**config.mk**
```make
export PLATFORM = sky130hd
export DESIGN_NAME = quad_decoder_flat
export DESIGN_NICKNAME = d
export VERILOG_FILES = /design/src/rtl/quad_pkg.sv /design/src/rtl/quad_decoder_if.sv /design/src/rtl/quad_input_filter.sv /design/src/rtl/quad_decoder.sv /design/src/flat_wrapper.sv
export SDC_FILE = /design/constraint.sdc
export NUM_CORES = 1
export LEC_CHECK = 0
export ABC_AREA = 1
export CAP_MARGIN = 20
export CORE_MARGIN = 10
export CORE_UTILIZATION = 50
export DETAILED_ROUTE_END_ITERATION = 12
export PLACE_DENSITY = 0.73
export RECOVER_POWER = 25
export SLEW_MARGIN = 20
export SYNTH_ARGS = -nofsm -noshare
export SYNTH_HDL_FRONTEND = slang
export SYNTH_SLANG_ARGS = --single-unit
```
**constraint.sdc**
```tcl
create_clock -name clock -period 4.3 [get_ports clock]
set_input_delay 0.645 -clock clock [delete_from_list [all_inputs] [get_ports clock]]
set_output_delay 0.645 -clock clock [all_outputs]
set_load 0.01 [all_outputs]
```
**src/rtl/quad_pkg.sv**
```systemverilog
// Shared types and step-decode helpers for the quadrature decoder.
// A quadrature state {A,B} maps onto a 2-bit Gray position used for direction decoding.
package quad_pkg;

    typedef logic [1:0] quad_t;

    typedef enum logic {
        INIT,
        TRACK
    } fsm_state_e;

    typedef enum logic [1:0] {
        NONE,
        UP,
        DOWN,
        ILLEGAL
    } step_e;

    // 00 -> 0, 01 -> 1, 11 -> 2, 10 -> 3 along the up sequence.
    function automatic logic [1:0] gray_idx(input quad_t q);
        return {q[1], q[1] ^ q[0]};
    endfunction

    function automatic step_e decode_step(input quad_t old_q, input quad_t new_q);
        logic [1:0] delta;
        delta = gray_idx(new_q) - gray_idx(old_q);
        case (delta)
            2'd0:    return NONE;
            2'd1:    return UP;
            2'd3:    return DOWN;
            default: return ILLEGAL;
        endcase
    endfunction

endpackage

```
**src/rtl/quad_decoder_if.sv**
```systemverilog
// Signal bundle between the quadrature decoder and its user.
// CE and Err are single-cycle strobes with no back-pressure; UpDown is meaningful only while CE=1.
interface quad_decoder_if #(
    parameter int WIDTH = 8
) ();

    logic             A;
    logic             B;
    logic             En;
    logic             Clear;
    logic             CE;
    logic             UpDown;
    logic [WIDTH-1:0] Position;
    logic             Err;
    logic [WIDTH-1:0] ErrCount;
    logic             Locked;
    quad_pkg::fsm_state_e state;

    modport master (
        output A, B, En, Clear,
        input  CE, UpDown, Position, Err, ErrCount, Locked, state
    );

    modport slave (
        input  A, B, En, Clear,
        output CE, UpDown, Position, Err, ErrCount, Locked, state
    );

endinterface

```
**src/rtl/quad_input_filter.sv**
```systemverilog
// Synchronizes A/B and accepts a new {A,B} value once it has been stable for FILTER_LEN clocks.
// f_prev keeps the value F held before its latest update so the decoder can compare old against new.
module quad_input_filter
    import quad_pkg::*;
#(
    parameter int FILTER_LEN = 4
) (
    input  logic  clock,
    input  logic  reset,
    input  logic  a,
    input  logic  b,
    output quad_t f,
    output quad_t f_prev,
    output logic  accepted
);

    quad_t      sync1;
    quad_t      sync2;
    quad_t      s_last;
    logic [3:0] cnt;
    logic [3:0] cnt_next;
    logic       accept;

    // cnt_next is the number of consecutive sampled clocks S has held its present value.
    always_comb begin
        cnt_next = 4'd1;
        if (sync2 == s_last) begin
            cnt_next = (cnt == 4'hF) ? cnt : cnt + 4'd1;
        end
        accept = (cnt_next >= 4'(FILTER_LEN)) && (sync2 != f);
    end

    always_ff @(posedge clock or negedge reset) begin
        if (!reset) begin
            sync1    <= '0;
            sync2    <= '0;
            s_last   <= '0;
            cnt      <= '0;
            f        <= '0;
            f_prev   <= '0;
            accepted <= 1'b0;
        end else begin
            sync1    <= {a, b};
            sync2    <= sync1;
            s_last   <= sync2;
            cnt      <= cnt_next;
            accepted <= accept;
            if (accept) begin
                f      <= sync2;
                f_prev <= f;
            end
        end
    end

endmodule

```
**src/rtl/quad_decoder.sv**
```systemverilog
// Quadrature decoder: filtered A/B edges become CE/UpDown steps, a wrapping position
// count and a saturating illegal-transition count.
module quad_decoder
    import quad_pkg::*;
#(
    parameter int FILTER_LEN = 4,
    parameter int WIDTH      = 8
) (
    input logic           clock,
    input logic           reset,
    quad_decoder_if.slave bus
);

    localparam logic [WIDTH-1:0] ONE = WIDTH'(1);

    quad_t            f;
    quad_t            f_prev;
    logic             accepted;
    step_e            step;

    fsm_state_e       state_q, state_d;
    logic             ce_q, ce_d;
    logic             updown_q, updown_d;
    logic             err_q, err_d;
    logic [WIDTH-1:0] pos_q, pos_d;
    logic [WIDTH-1:0] errcnt_q, errcnt_d;

    quad_input_filter #(
        .FILTER_LEN (FILTER_LEN)
    ) u_filter (
        .clock    (clock),
        .reset    (reset),
        .a        (bus.A),
        .b        (bus.B),
        .f        (f),
        .f_prev   (f_prev),
        .accepted (accepted)
    );

    assign step = decode_step(f_prev, f);

    always_ff @(posedge clock or negedge reset) begin
        if (!reset) begin
            state_q  <= INIT;
            ce_q     <= 1'b0;
            updown_q <= 1'b0;
            err_q    <= 1'b0;
            pos_q    <= '0;
            errcnt_q <= '0;
        end else begin
            state_q  <= state_d;
            ce_q     <= ce_d;
            updown_q <= updown_d;
            err_q    <= err_d;
            pos_q    <= pos_d;
            errcnt_q <= errcnt_d;
        end
    end

    // The first accepted state after reset only establishes a reference; it never counts.
    always_comb begin
        state_d  = state_q;
        ce_d     = 1'b0;
        updown_d = updown_q;
        err_d    = 1'b0;
        pos_d    = pos_q;
        errcnt_d = errcnt_q;
        if (accepted) begin
            if (state_q == INIT) begin
                state_d = TRACK;
            end else begin
                case (step)
                    UP: begin
                        if (bus.En) begin
                            ce_d     = 1'b1;
                            updown_d = 1'b1;
                            pos_d    = pos_q + ONE;
                        end
                    end
                    DOWN: begin
                        if (bus.En) begin
                            ce_d     = 1'b1;
                            updown_d = 1'b0;
                            pos_d    = pos_q - ONE;
                        end
                    end
                    ILLEGAL: begin
                        err_d = 1'b1;
                        if (errcnt_q != '1) begin
                            errcnt_d = errcnt_q + ONE;
                        end
                    end
                    default: ;
                endcase
            end
        end
        if (bus.Clear) begin
            pos_d    = '0;
            errcnt_d = '0;
        end
    end

    assign bus.CE       = ce_q;
    assign bus.UpDown   = updown_q;
    assign bus.Err      = err_q;
    assign bus.Position = pos_q;
    assign bus.ErrCount = errcnt_q;
    assign bus.Locked   = (state_q == TRACK);
    assign bus.state    = state_q;

endmodule

```
**src/flat_wrapper.sv**
```systemverilog
// flat-port wrapper written by rule: the top's interface ports become plain ports
module quad_decoder_flat import quad_pkg::*;
#(
    parameter int FILTER_LEN = 4,
    parameter int WIDTH      = 8
)
  (clock, reset, bus_A, bus_B, bus_En, bus_Clear, bus_CE, bus_UpDown, bus_Position, bus_Err, bus_ErrCount, bus_Locked, bus_state);
  quad_decoder_if #(.WIDTH(WIDTH)) bus_i ();
  input logic clock;
  input logic reset;
  input wire logic [$bits(bus_i.A)-1:0] bus_A;
  input wire logic [$bits(bus_i.B)-1:0] bus_B;
  input wire logic [$bits(bus_i.En)-1:0] bus_En;
  input wire logic [$bits(bus_i.Clear)-1:0] bus_Clear;
  output wire logic [$bits(bus_i.CE)-1:0] bus_CE;
  output wire logic [$bits(bus_i.UpDown)-1:0] bus_UpDown;
  output wire logic [$bits(bus_i.Position)-1:0] bus_Position;
  output wire logic [$bits(bus_i.Err)-1:0] bus_Err;
  output wire logic [$bits(bus_i.ErrCount)-1:0] bus_ErrCount;
  output wire logic [$bits(bus_i.Locked)-1:0] bus_Locked;
  output wire logic [$bits(bus_i.state)-1:0] bus_state;
  assign bus_i.A = bus_A;
  assign bus_i.B = bus_B;
  assign bus_i.En = bus_En;
  assign bus_i.Clear = bus_Clear;
  assign bus_CE = bus_i.CE;
  assign bus_UpDown = bus_i.UpDown;
  assign bus_Position = bus_i.Position;
  assign bus_Err = bus_i.Err;
  assign bus_ErrCount = bus_i.ErrCount;
  assign bus_Locked = bus_i.Locked;
  assign bus_state = bus_i.state;
  quad_decoder #(.FILTER_LEN(FILTER_LEN), .WIDTH(WIDTH)) u_core (.clock(clock), .reset(reset), .bus(bus_i));
endmodule
```
# --- Word level (Yosys, flattened, before mapping) ---
# Index checks and enable logic that the tools add are counted.
word_totals:
  word_cells: 70
  ff_bits: 35
  in_bits: 6
op_classes:
  muxes: 24
  eq_ne: 13
  order_cmp: 1
  n_reduce_logical: 12
  addsub: 5
  bitwise_logic: 2
op_table:
  columns: ["operator", "count"]
  rows:
  - ["$mux 8", 10]
  - ["$add 8x1->8 const B", 2]
  - ["$pmux 8 s2", 1]
  - ["$reduce_and 5->1", 2]
  - ["$reduce_bool 2->1", 5]
  - ["$mux 1", 9]
  - ["$mux 4", 2]
  - ["$ne 8x8->1 const B", 1]
  - ["$sub 8x1->8 const B", 1]
  - ["$eq 2x2->1 const B", 3]
  - ["$ne 3x3->1 const B", 2]
  - ["$pmux 2 s3", 1]
  - ["$add 4x1->4 const B", 1]
  - ["$eq 2x1->1 const B", 2]
  - ["$eq 4x4->1 const B", 1]
  - ["$ge 4x3->1 const B", 1]
  - ["$ne 2x2->1 const B", 2]
  - ["$reduce_and 4->1", 1]
  - ["$reduce_bool 3->1", 1]
  - ["$eq 2x2->1", 1]
  - ["$logic_not 2->1", 1]
  - ["$ne 2x2->1", 1]
  - ["$pmux 1 s2", 1]
  - ["$reduce_or 2->1", 1]
  - ["3 further kinds", 4]

# --- Depth between registers and ports, before layout ---
depth:
  word_depth: 9
  mapped_depth: 18
  ltp_nobuf: 18

# --- Hierarchy ---
# Synthesis repeated with hierarchy kept, for this count alone.
unflattened:
  hier_cells: 238
  hier_area_um2: 1943.1
modules_own_cells:
  columns: ["module", "seq_area_each_um2", "cells_per_inst", "instances", "area_each_um2"]
  rows:
  - ["quad_decoder", 500.5, 175, 1, 1318.8]
  - ["quad_input_filter", 375.4, 63, 1, 624.3]

# --- Least setup slack after synthesis ---
# Ideal clock, no wire load.
synth_timing:
  path_kind: "reg2reg"
  from: "reg u_core.u_filter.f_prev[1]"
  to: "reg u_core.pos_q[7], in the netlist u_core.bus.Position[7]"
  synth_period_minus_slack_ns: 2.115
  t_arrival_ns: 1.997
  required_time_ns: 4.183
  path_buffers: 0
  path_stages_with_launch: 12
  setup_slack_ns: 2.185
  setup_ns: 0.117
  path_cell_list: "dfrtp_1 xor2_1 ha_1 inv_1 nand3_4 inv_2 ha_1 a21oi_1 a21boi_1 nand3_1 nand3_1 nand2_1"
synth_via:
  elab_chain_len: 9
  word_cells_on_any_way: 16
  cone_classes: "add/sub: 1; eq/ne: 6; mux: 5; bitwise: 1; reduce/logical: 3"
synth_rtl:
  columns: ["element", "line_no", "source"]
  rows:
  - ["start: declaration", "quad_input_filter.sv:13", "output quad_t f_prev,"]
  - ["start signal: assignment", "quad_input_filter.sv:40", "f_prev <= '0;"]
  - ["start signal: assignment", "quad_input_filter.sv:50", "f_prev <= f;"]
  - ["$xor 1x1->1", "quad_pkg.sv:21", "return {q[1], q[1] ^ q[0]};"]
  - ["$sub 2x2->2 *", "quad_pkg.sv:26", "delta = gray_idx(new_q) - gray_idx(old_q);"]
  - ["$eq 2x2->1 (tied with other cells)", "quad_pkg.sv:27", "case (delta)"]
  - ["$pmux 2 s3 *", "quad_pkg.sv:27", null]
  - ["$eq 2x2->1 or $eq 2x1->1 (tied branches)", "quad_decoder.sv:72", "case (step)"]
  - ["$pmux 8 s2", "quad_decoder.sv:72", null]
  - ["$mux 8", "quad_decoder.sv:69", "if (state_q == INIT) begin"]
  - ["$mux 8", "quad_decoder.sv:68", "if (accepted) begin"]
  - ["$mux 8", "quad_decoder.sv:97", "if (bus.Clear) begin"]
  - ["end signal: assignment", "quad_decoder.sv:55", "pos_q <= pos_d;"]
  - ["end: declaration", "quad_decoder.sv:25", "logic [WIDTH-1:0] pos_q, pos_d;"]
# Mark *: on every way between the ends. The rest lies on a longest branch, timed or not. The select of a mux whose other input is x is not followed.
# A chain may end at the register's enable or synchronous reset.

==> qor.yml <==
hold_class: "register to register"
critPathRequiredTime_ns: 4.34
core_um2: 3690
path_max_fanout: 35
final_cell_area_um2: 2320
routedWlPerCell_um: 12.4
grt_usage_pct: 12.6
cp-start-kind: "input pin"
cts_setup_buffers: 0
grt_first_pass_wirelength_um: 6730
critical_path.top_delay_family: "buffers and inverters"
clk_path_buf_depth: 2
yosys-top-cells-area: "dfrtp_1 46%, nand2_1 11%, inv_1 6.3%"
critPathSlowestCell: "clkbuf_1"
initial_core_util_pct: 52.1
antenna_cells: 0
netlist_area_um2: 1920
netlist.area_leader.share_pct: 45.6
slowest_delay_ns: 1.31
clkSlewWorstSetupHoldPaths_ns: 0.06
die_h_um: 82.0
root_buffer: "clkbuf_8"
dieArea_um2: 6720
cp_num_buf_inv: 2
worst_slack_ns: 1.85
run_status: "finished with violations"
overflow: 0
hold_buffers: 0
nets: 272
layout-drive-gt1-share_pct: 13.5
yosysSeqAreaShare_pct: 45.6
synthesis.nets: 239
synth-seq-cells: 35
fin_crit_sh_pct: 56.9
avgSynthCellArea_um2: 8.50
yosys.area.top_type: "dfrtp_1"
fmax_ghz: 0.409
layout_common_cells: "55 x nand2_1, 35 x dfrtp_1, 32 x inv_1"
fin_crit_ns: 2.45
ant_nets: 0
dp_slack_ns: 1.99
drc: 0
syn-instance-count: 226
path_class: "input pin to async pin"
first_global_vias: 1529
insertion_delay_ns: 0.28
p_leak_uw: 0.00115
fin_skew_ns: 0.00666
drv_slew: 36
numCtsBuffers: 5
ir_drop_mv: 0.225
io_buffers: 26
grt_max_degree: 36
firstDrtPassIters: 4
violations: "capacitance limit, slew limit"
vias: 1507
setup_viol: 0
p_per_area_nw_per_um2: 525
drtIter0Drc: 65
dpl_cell_area_um2: 2240
htree_levels: 2
finalPower_uw: 1220
critical_path.cell_chain: "dlygate4sd3_1, clkbuf_1"
cts_tree: "done"
ys_types: 34
cts_sinks: 35
cp.arrival_ns: 2.48
layout_commonest_cell: "nand2_1"
drt-total-wl_um: 3810
io_pins: 27
viasPerCell: 4.89
row_count: 22
ys_warn_count: 0
rsz0062_at_grt: "false"
maxSlewHeadroom_pct: -21.9
antenna_found_initial: 0
end_kind: "async pin"
finalWeightedCongestion: 0.887
hpwl_um: 2870
die_w_um: 82.0
worst_pin_slew_ns: 1.83
drv_cap: 1
fin_cells: 308
timing_hold_violations_final: 0
placedCellCount: 300
synthToLayoutAreaGrowth_pct: 20.7
cts-resized-gates: 0
tns_ns: 0
-- registers in the layout (all words and copies together), names as in the netlist --
| name | cells |
|---|---|
| u_core.bus.UpDown | 1 |
| u_core.bus.ErrCount | 8 |
| u_core.u_filter.sync1 | 2 |
| u_core.bus.Err | 1 |
| u_core.bus.Locked | 1 |
| u_core.u_filter.s_last | 2 |
| u_core.u_filter.f | 2 |
| u_core.u_filter.accepted | 1 |
| u_core.bus.CE | 1 |
| u_core.bus.Position | 8 |
| u_core.u_filter.f_prev | 2 |
| u_core.u_filter.sync2 | 2 |
| u_core.u_filter.cnt | 4 |
-- metal layers --
metal | vias up | GRT usage [%] | part of all wire [%] | wire, um
li1 | 787 | - | - | -
met1 | 692 | 15.3 | 47 | 1790
met2 | 24 | 20.8 | 47 | 1780
met3 | 4 | 3.49 | 5.0 | 189
met4 | 0 | 4.59 | 1.2 | 45
met5 | - | 0 | 0 | 0
-- where the power goes --
part | total (uW) | internal (uW) | switching, uW
combinational | 597 | 215 | 383
sequential | 389 | 361 | 27.8
clock | 232 | 114 | 118
total | 1220 | 690 | 528
-- stage by stage --
| stage | utilization, % | hold slack (ns) |
|---|---|---|
| after global placement | 60.8 | 0.333 |
| after detailed placement | 60.8 | 0.336 |
| after global routing | 62.9 | 0.374 |
| final | 62.9 | 0.349 |
| after floorplan | - | 0.331 |
| after CTS | 63.0 | 0.352 |
-- cells in the mapped netlist, drive strengths merged --
cell / instances
a21boi: 1
a21oi: 10
a31oi: 1
buf: 1
clkinv: 1
dfrtp: 35
ha: 7
inv: 34
nand2: 66
nand3: 19
nand3b: 1
nand4: 4
nor2: 12
nor3: 3
o21ai: 15
o21bai: 1
o22a: 1
o22ai: 1
o311ai: 1
or2: 6
xnor2: 2
xor2: 4
-- layout make-up --
class / count / area (um2)
inverter: 35 / 131
multi-input combinational: 155 / 906
fill: 336 / 1370
tap: 48 / 60.1
clock buffer: 7 / 76.3
clock inverter: 1 / 5.00
timing repair buffer: 27 / 264
sequential: 35 / 876
-- cells by family (layout without fill, tap and decap cells) --
logic type               count (synthesis)  in the layout  synth area share, %
XOR/XNOR                                 6              6                 2.74
buffers and inverters                   36             70                 7.23
flip-flops                              35             35                 45.6
AND/OR/NAND/NOR                        111            111                 30.6
AO/OA/AOI/OAI                           31             31                 9.25
adder cells (fa/ha/maj)                  7              7                 4.56
-- worst paths after layout --
| path | startpoint | depth (start not counted) | to | slack (ns) |
|---|---|---|---|---|
| worst max-delay path | reset | 2 | u_core.bus.Err | 1.85 |
| worst min-delay path | u_core.u_filter.sync1[0] | 0 | u_core.u_filter.sync2[0] | 0.35 |
| worst max register to register | u_core.u_filter.f_prev[1] | 11 | u_core.bus.Position[7] | 1.98 |
| worst min register to register | u_core.u_filter.sync1[0] | 0 | u_core.u_filter.sync2[0] | 0.35 |
| max in group clock | u_core.u_filter.f_prev[1] | 11 | u_core.bus.Position[7] | 1.98 |
| min in group asynchronous | reset | 2 | u_core.bus.Position[0] | 1.39 |
Power figures use the tool's default switching activity.
